--- src/rtl/dio_edge_counter_if.sv ---
// Signal bundle for dio_edge_counter: DIO pins, window configuration and latched window results.
interface dio_edge_counter_if;
    logic [7:0]   dio_in;
    logic         enable;
    logic [1:0]   edge_mode;
    logic [31:0]  gate_len;
    logic [127:0] count_bus;
    logic [7:0]   ovf;
    logic         done;
    logic [15:0]  window_cnt;

    modport master (output dio_in, edge_mode, gate_len, enable,
                    input  count_bus, ovf, done, window_cnt);
    modport slave  (input  dio_in, edge_mode, gate_len, enable,
                    output count_bus, ovf, done, window_cnt);
endinterface

--- src/rtl/dio_edge_counter.sv ---
// Gated per-pin edge counter for 8 DIO pins with back-to-back windows and saturating counts.
// Optional build macro DIO_EDGE_GLITCH_FILTER_EN adds a 3-sample stability filter per pin.
module dio_edge_counter (
    input  logic              clk,
    input  logic              reset,
    dio_edge_counter_if.slave bus
);
    // state | meaning
    // IDLE  | no window open, edges ignored, results hold
    // RUN   | window open, timer counts down, window closes when timer = 0
    typedef enum logic {IDLE = 1'b0, RUN = 1'b1} state_t;

`ifdef DIO_EDGE_GLITCH_FILTER_EN
    localparam logic [2:0] SUPPRESS_CYCLES = 3'd5;
`else
    localparam logic [2:0] SUPPRESS_CYCLES = 3'd3;
`endif

    state_t           state_q, state_d;
    logic [7:0]       sync1_q, sync1_d, sync2_q, sync2_d;
    logic [7:0]       hist_q, hist_d;
    logic [2:0]       sup_q, sup_d;
    logic [31:0]      timer_q, timer_d;
    logic [7:0][15:0] acc_q, acc_d, acc_sum;
    logic [7:0]       aovf_q, aovf_d, aovf_sum;
    logic [7:0][15:0] count_q, count_d;
    logic [7:0]       ovf_q, ovf_d;
    logic             done_q, done_d;
    logic [15:0]      wcnt_q, wcnt_d;
    logic [7:0]       pin_now, rise, fall, qual;

`ifdef DIO_EDGE_GLITCH_FILTER_EN
    logic [7:0] h1_q, h1_d, h2_q, h2_d, stable;
`endif

    always_comb begin
        sync1_d = bus.dio_in;
        sync2_d = sync1_q;
        sup_d   = (sup_q != 3'd0) ? sup_q - 3'd1 : 3'd0;
`ifdef DIO_EDGE_GLITCH_FILTER_EN
        h1_d    = sync2_q;
        h2_d    = h1_q;
        // a pin's filtered level only moves once three successive samples agree
        stable  = ~(sync2_q ^ h1_q) & ~(h1_q ^ h2_q);
        pin_now = (stable & sync2_q) | (~stable & hist_q);
`else
        pin_now = sync2_q;
`endif
        hist_d  = pin_now;
        rise    = pin_now & ~hist_q;
        fall    = ~pin_now & hist_q;
        case (bus.edge_mode)
            2'b00:   qual = rise;
            2'b01:   qual = fall;
            2'b10:   qual = rise | fall;
            default: qual = 8'h00;
        endcase
        if (sup_q != 3'd0) qual = 8'h00;
    end

    always_comb begin
        acc_sum  = acc_q;
        aovf_sum = aovf_q;
        for (int i = 0; i < 8; i++) begin
            if (qual[i]) begin
                if (acc_q[i] == 16'hFFFF) aovf_sum[i] = 1'b1;
                else                      acc_sum[i]  = acc_q[i] + 16'd1;
            end
        end
    end

    always_comb begin
        state_d = state_q;
        timer_d = timer_q;
        acc_d   = acc_q;
        aovf_d  = aovf_q;
        count_d = count_q;
        ovf_d   = ovf_q;
        done_d  = 1'b0;
        wcnt_d  = wcnt_q;
        case (state_q)
            IDLE: begin
                if (bus.enable && bus.gate_len != 32'd0) begin
                    state_d = RUN;
                    timer_d = bus.gate_len - 32'd1;
                    acc_d   = '0;
                    aovf_d  = '0;
                end
            end
            RUN: begin
                if (!bus.enable || bus.gate_len == 32'd0) begin
                    state_d = IDLE;
                end else if (timer_q == 32'd0) begin
                    count_d = acc_sum;
                    ovf_d   = aovf_sum;
                    done_d  = 1'b1;
                    wcnt_d  = wcnt_q + 16'd1;
                    acc_d   = '0;
                    aovf_d  = '0;
                    timer_d = bus.gate_len - 32'd1;
                end else begin
                    timer_d = timer_q - 32'd1;
                    acc_d   = acc_sum;
                    aovf_d  = aovf_sum;
                end
            end
            default: state_d = IDLE;
        endcase
    end

    always_ff @(posedge clk) begin
        if (reset) begin
            state_q <= IDLE;
            sync1_q <= '0;
            sync2_q <= '0;
            hist_q  <= '0;
            sup_q   <= SUPPRESS_CYCLES;
            timer_q <= '0;
            acc_q   <= '0;
            aovf_q  <= '0;
            count_q <= '0;
            ovf_q   <= '0;
            done_q  <= 1'b0;
            wcnt_q  <= '0;
        end else begin
            state_q <= state_d;
            sync1_q <= sync1_d;
            sync2_q <= sync2_d;
            hist_q  <= hist_d;
            sup_q   <= sup_d;
            timer_q <= timer_d;
            acc_q   <= acc_d;
            aovf_q  <= aovf_d;
            count_q <= count_d;
            ovf_q   <= ovf_d;
            done_q  <= done_d;
            wcnt_q  <= wcnt_d;
        end
    end

`ifdef DIO_EDGE_GLITCH_FILTER_EN
    always_ff @(posedge clk) begin
        if (reset) begin
            h1_q <= '0;
            h2_q <= '0;
        end else begin
            h1_q <= h1_d;
            h2_q <= h2_d;
        end
    end
`endif

    assign bus.count_bus  = count_q;
    assign bus.ovf        = ovf_q;
    assign bus.done       = done_q;
    assign bus.window_cnt = wcnt_q;
endmodule

--- src/flat_wrapper.sv ---
// flat-port wrapper written by rule: the top's interface ports become plain ports
module dio_edge_counter_flat 
  (clk, reset, bus_dio_in, bus_edge_mode, bus_gate_len, bus_enable, bus_count_bus, bus_ovf, bus_done, bus_window_cnt);
  dio_edge_counter_if bus_i ();
  input  logic clk;
  input  logic reset;
  input wire logic [$bits(bus_i.dio_in)-1:0] bus_dio_in;
  input wire logic [$bits(bus_i.edge_mode)-1:0] bus_edge_mode;
  input wire logic [$bits(bus_i.gate_len)-1:0] bus_gate_len;
  input wire logic [$bits(bus_i.enable)-1:0] bus_enable;
  output wire logic [$bits(bus_i.count_bus)-1:0] bus_count_bus;
  output wire logic [$bits(bus_i.ovf)-1:0] bus_ovf;
  output wire logic [$bits(bus_i.done)-1:0] bus_done;
  output wire logic [$bits(bus_i.window_cnt)-1:0] bus_window_cnt;
  assign bus_i.dio_in = bus_dio_in;
  assign bus_i.edge_mode = bus_edge_mode;
  assign bus_i.gate_len = bus_gate_len;
  assign bus_i.enable = bus_enable;
  assign bus_count_bus = bus_i.count_bus;
  assign bus_ovf = bus_i.ovf;
  assign bus_done = bus_i.done;
  assign bus_window_cnt = bus_i.window_cnt;
  dio_edge_counter u_core (.clk(clk), .reset(reset), .bus(bus_i));
endmodule
--- config.mk ---
export PLATFORM = sky130hd
export DESIGN_NAME = dio_edge_counter_flat
export DESIGN_NICKNAME = d
export VERILOG_FILES = /design/src/rtl/dio_edge_counter_if.sv /design/src/rtl/dio_edge_counter.sv /design/src/flat_wrapper.sv
export SDC_FILE = /design/constraint.sdc
export NUM_CORES = 1
export LEC_CHECK = 0
export BUFFER_PORTS_ARGS = -buffer_cell sky130_fd_sc_hd__buf_2
export CORE_MARGIN = 2
export CORE_UTILIZATION = 55
export DETAILED_ROUTE_END_ITERATION = 6
export PLACE_DENSITY_LB_ADDON = 0.2
export SLEW_MARGIN = 30
export SYNTH_ARGS = -nofsm -noshare
export SYNTH_HDL_FRONTEND = slang
export SYNTH_SLANG_ARGS = --single-unit
--- constraint.sdc ---
create_clock -name clk -period 4.8 [get_ports clk]
set_input_delay 0 -clock clk [delete_from_list [all_inputs] [get_ports clk]]
set_output_delay 0 -clock clk [all_outputs]
set_load 0.01 [all_outputs]
# ---- Yosys cells after proc, flatten, opt, wreduce, memory -nomap -nowiden
# Cells that the tools add are included.
dict set report totals {
  ff_bits 349
  input_bits 45
}
dict set report op_classes {
  add_sub_neg 12
  n_eq_ne 12
  n_mux 51
  bitwise_logic 8
  n_reduce_logical 12
}
# operator count
set op_table {}
lappend op_table {{two-way mux 128 bit} 3}
lappend op_table {{two-way mux 16 bit} 16}
lappend op_table {{one-hot mux 128 bit (2 select lines)} 1}
lappend op_table {{adder 16 x 1 -> 16 bit (second input constant)} 9}
lappend op_table {{== test 16 bit (second input constant)} 8}
lappend op_table {{two-way mux 32 bit} 3}
lappend op_table {{zero test 32 bit} 2}
lappend op_table {{one-hot mux 32 bit (2 select lines)} 1}
lappend op_table {{subtractor 32 x 1 -> 32 bit (second input constant)} 2}
lappend op_table {{two-way mux 8 bit} 4}
lappend op_table {{nonzero test 32 bit} 1}
lappend op_table {{one-hot mux 8 bit (3 select lines)} 1}
lappend op_table {{two-way mux 1 bit} 19}
lappend op_table {{AND 8 bit} 2}
lappend op_table {{inverter 8 bit} 2}
lappend op_table {{one-hot mux 8 bit (2 select lines)} 1}
lappend op_table {{bitwise OR 8 bit} 1}
lappend op_table {{inverter 1 bit} 3}
lappend op_table {{AND reduction 3 bit} 1}
lappend op_table {{nonzero test 3 bit} 1}
lappend op_table {{OR reduction 3 bit} 1}
lappend op_table {{subtractor 3 x 1 -> 3 bit (second input constant)} 1}
lappend op_table {{== test 2 x 1 -> 1 bit (second input constant)} 1}
lappend op_table {{== test 2 bit (second input constant)} 1}
lappend op_table {{other kinds (10)} 10}

# ---- Depth between registers and ports, before layout
dict set report logic_depth {
  ltp_word 9
  ltp_mapped 11
  ltp_nobuf 9
}

# ---- Least setup slack after synthesis
# No wires, ideal clock.
dict set report synth_path {
  path_kind {register -> register}
  start {register u_core.timer_q[5]}
  end {register u_core.count_q, in the netlist u_core.bus.count_bus[127]}
  arrival_time_ns 2.717
  required_time_ns 4.668
  slack_ns 1.951
  path_stages_with_launch 12
  period_less_slack_ns 2.849
  path_cell_list {dfxtp_1 -> or4_1 -> buf_2 -> or3_1 -> buf_2 -> or4_4 -> buf_6 -> or2_4 -> buf_6 -> clkbuf_1 -> nand2_1 -> a21oi_1}
}
dict set report synth_between {
  elab_chain_cells 2
}
# item line
set synth_rtl {}
lappend synth_rtl {{from (decl)} dio_edge_counter.sv:23} ;# logic [31:0] timer_q, timer_d;
lappend synth_rtl {{from (signal assigned)} dio_edge_counter.sv:131} ;# timer_q <= timer_d;
lappend synth_rtl {{zero test 32 bit} dio_edge_counter.sv:93} ;# end else if (timer_q == 32'd0) begin
lappend synth_rtl {{AND reduction 3 bit (no source line)} --}
lappend synth_rtl {{to (signal assigned)} dio_edge_counter.sv:134} ;# count_q <= count_d;
lappend synth_rtl {{to (decl)} dio_edge_counter.sv:26} ;# logic [7:0][15:0] count_q, count_d;
# No other way between the ends.
# A chain may end at the register's enable or synchronous reset.

# ---- Final worst setup path
dict set report layout_path {
  start {register u_core.timer_q[5]}
  end {register u_core.acc_q[77] (netlist name)}
}
dict set report layout_between {
  elab_chain_cells 4
}
# item line
set layout_rtl {}
lappend layout_rtl {{zero test 32 bit} dio_edge_counter.sv:93}
lappend layout_rtl {{two-way mux 128 bit} dio_edge_counter.sv:93}
lappend layout_rtl {{two-way mux 128 bit} dio_edge_counter.sv:91} ;# if (!bus.enable || bus.gate_len == 32'd0) begin
lappend layout_rtl {{one-hot mux 128 bit (2 select lines)} dio_edge_counter.sv:81} ;# case (state_q)
lappend layout_rtl {{to (signal assigned)} dio_edge_counter.sv:119} ;# acc_q <= '0;
lappend layout_rtl {{to (signal assigned)} dio_edge_counter.sv:132} ;# acc_q <= acc_d;
lappend layout_rtl {{to (decl)} dio_edge_counter.sv:24} ;# logic [7:0][15:0] acc_q, acc_d, acc_sum;
# No other way between the ends. The select of a mux whose other input is x is not followed.

==> load_flow_metrics.sql <==
INSERT INTO impl_metrics (metric_group, metric, value, unit) VALUES
('outcome', 'result_of_the_run', 'completed', ''),
('placement', 'area_of_placed_instances', '18800', 'sq um'),
('floorplan', 'fp.dieArea', '33700', 'sq um'),
('clocking', 'cts_tree', 'built', ''),
('run', 'maxCapViolations', '0', ''),
('yosys', 'edff_count_synth', '0', ''),
('global_routing', 'initial_antenna_violation_count', '0', ''),
('setup_path', 'timing_worst_setup_path_type', 'register to register', ''),
('yosys', 'ys_async_sr_fraction', '0', '%'),
('yosys', 'synth_fp_nets', '2258', ''),
('placement', 'dp_worst_setup_slack', '1.27', 'ns'),
('power', 'post-layout-total-power', '6.63', 'mW'),
('sta', 'fin_ws', '1.18', 'ns'),
('yosys', 'synth_area', '17700', 'sq um'),
('power', 'power.density_cell_area', '321', 'nW/um^2'),
('clocking', 'cts.reportedPaths.clkPinSlew', '0.06', 'ns'),
('min_path', 'hp-class', 'input port to register', ''),
('floorplan', 'design.core.area', '31600', 'sq um'),
('clocking', 'cts.root.buffer_cell', 'sky130_fd_sc_hd__clkbuf_16', ''),
('clocking', 'cts.sink_count', '349', ''),
('yosys', 'warning_count_from_the_yosys_run', '0', ''),
('sta', 'timing_worst_slew_pin_value', '1.02', 'ns'),
('clocking', 'clkLatencyLatePin', '0.52', 'ns'),
('setup_path', 'crit_path_end_kind', 'register', ''),
('finish', 'nNetsFinal', '2401', ''),
('floorplan', 'ios', '198', ''),
('floorplan', 'num_rows', '65', ''),
('sta', 'rsz0062_at_grt', 'false', ''),
('sta', 'timing_hold_violations_final', '0', ''),
('power', 'total_leakage_power', '7.38', 'nW'),
('detailed_routing', 'ant_nets', '0', ''),
('sta', 'period_minus_slack', '3.62', 'ns'),
('finish', 'layout.cell_area.non_filler', '20600', 'sq um'),
('finish', 'postLayoutCoreUtil', '65.2', '%'),
('detailed_routing', 'route.detailed.vias_per_inst', '6.12', ''),
('clocking', 'cts_max_level', '2', ''),
('sta', 'worst_hold_slack_after_final_layout', '0.0397', 'ns'),
('floorplan', 'die_h', '184', 'microns'),
('setup_path', 'start_kind', 'register', ''),
('setup_path', 'timing.critical_path.cells', 'or4_1 -> or3_1 -> o31a_2 -> nand3_2 -> buf_4 -> a21oi_1 -> a21o_1', ''),
('clocking', 'numCtsBuffers', '38', ''),
('detailed_routing', 'first_iter_violations', '1461', ''),
('placement', 'place_congestion', '0.871', ''),
('sta', 'finalCritPeriodShare', '75.4', '%'),
('finish', 'drive_gt1_share', '14.2', '%'),
('global_routing', 'grt_max_degree', '154', ''),
('floorplan', 'die_w', '184', 'microns'),
('detailed_routing', 'count_of_unresolved_drc_violations_after_routing', '0', ''),
('setup_path', 'timing.critical_path.slowest_cell_delay', '0.67', 'ns'),
('global_routing', 'grt_pass1_vias', '15600', ''),
('detailed_routing', 'routed_vias', '16900', ''),
('yosys', 'fraction_of_the_yosys_area_taken_by_sequential_cells', '39.4', '%'),
('yosys', 'synth_seq_cells', '349', ''),
('clocking', 'postCtsSetupRepairBufs', '0', ''),
('placement', 'dp_hpwl', '31.5', 'mm'),
('sta', 'maxSlewHeadroom', '31.9', '%'),
('sta', 'finalSetupViolations', '0', ''),
('floorplan', 'initial_utilization', '56.0', '%'),
('setup_path', 'timing.critical_path.slowest_stage_cell', 'sky130_fd_sc_hd__or4_1', ''),
('detailed_routing', 'drt_total_wl', '48.4', 'mm'),
('sta', 'final_max_slew_viol_count', '0', ''),
('sta', 'setup_tns', '0', 'ns'),
('global_routing', 'globalRoute.totalOverflow', '0', ''),
('placement', 'placedCellCount', '2650', ''),
('yosys', 'synth_area_leader_cell', 'sky130_fd_sc_hd__dfxtp_1', ''),
('yosys', 'post_synth_num_cell_types', '75', ''),
('yosys', 'synth_flop_cell', 'sky130_fd_sc_hd__dfxtp_1', ''),
('yosys', 'synthesis.area_per_instance', '8.12', 'sq um'),
('global_routing', 'first_pass_grt_wire_length', '78.4', 'mm'),
('yosys', 'netlist_instances', '2184', ''),
('setup_path', 'worst-path-max-fanout', '32', '');
## critical path: cells and delay by family (launching register included)
family	cells	cell delay, ns
AO/OA/AOI/OAI	3	0.79
AND/OR/NAND/NOR	3	1.85
flip-flops	1	0.37
buffers and inverters	1	0.46
## state kept, by name, summed over array words and instances, names as in the netlist
register               flops
u_core.sync1_q             8
u_core.sup_q               3
u_core.hist_d              8
u_core.bus.window_cnt     16
u_core.aovf_q              8
u_core.bus.count_bus     128
u_core.hist_q              8
u_core.timer_q            32
u_core.bus.done            1
u_core.bus.ovf             8
u_core.state_q             1
u_core.acc_q             128
## cells by family after synthesis
| kind of cell | share of synthesized area [%] |
|---|---|
| compound gates | 17.4 |
| simple gates | 27.9 |
| buf+inv | 5.12 |
| mux | 1.50 |
| xor+xnor | 6.67 |
| fa+ha+maj | 2.05 |
| flops | 39.4 |
## area by class of cell
class	count	area [sq um]
clock buffers	53	1140
well taps	402	503
clock inverters	16	272
diodes	1	2.50
fillers	2632	11000
flip-flops and latches	349	6990
repair buffers	259	1580
inverters	56	210
multi-input cells	1623	9920
## timing repair
action                    CTS  global route
resized for setup           0             0
hold endpoints to repair   40             0
hold buffers               39             0
## layout by cell type (no fill, tap or decap), types with 17 or more instances in the layout
cell type / n
sky130_fd_sc_hd__nor2b_1: 20
sky130_fd_sc_hd__a22oi_1: 18
sky130_fd_sc_hd__a211oi_1: 106
sky130_fd_sc_hd__clkbuf_16: 41
sky130_fd_sc_hd__nand2_1: 178
sky130_fd_sc_hd__dlygate4sd3_1: 39
sky130_fd_sc_hd__ha_1: 28
sky130_fd_sc_hd__nor2_1: 237
sky130_fd_sc_hd__nor3_1: 67
sky130_fd_sc_hd__a21oi_1: 106
sky130_fd_sc_hd__and4_1: 22
sky130_fd_sc_hd__dfxtp_1: 349
sky130_fd_sc_hd__inv_1: 55
sky130_fd_sc_hd__buf_2: 196
sky130_fd_sc_hd__and2_1: 17
sky130_fd_sc_hd__xor2_1: 77
sky130_fd_sc_hd__and3_1: 32
sky130_fd_sc_hd__nand4_1: 65
sky130_fd_sc_hd__nor4_1: 41
sky130_fd_sc_hd__nand3_1: 150
sky130_fd_sc_hd__xnor2_1: 58
sky130_fd_sc_hd__o21ai_0: 103
sky130_fd_sc_hd__buf_4: 21
sky130_fd_sc_hd__or3_1: 49
## metal layers
layer,up-vias,routed length [microns],global-route usage (%)
li1,8248,-,-
met3,76,2960,3.29
met5,-,0,0
met2,582,23000,47.3
met1,7978,21400,37.6
met4,0,989,8.22
## path summary, 6_finish.rpt
kind	startpoint	endpoint	slack, ns	cells past startpoint
min	bus_gate_len[6]	u_core.timer_q[6]$_SDFFE_PP0P_	0.04	4
max reg2reg	u_core.timer_q[5]$_SDFFE_PP0P_	u_core.acc_q[77]$_SDFFE_PP0P_	1.18	7
max	u_core.timer_q[5]$_SDFFE_PP0P_	u_core.acc_q[77]$_SDFFE_PP0P_	1.18	7
min reg2reg	u_core.sync1_q[1]$_SDFF_PP0_	u_core.hist_d[1]$_SDFF_PP0_	0.44	1
## report_power, final
group	total (mW)	switching (mW)	internal, mW
Clock	3.25	1.20	2.04
Sequential	2.96	0.0284	2.93
Combinational	0.421	0.286	0.135
(Power assumes the default switching activity.)
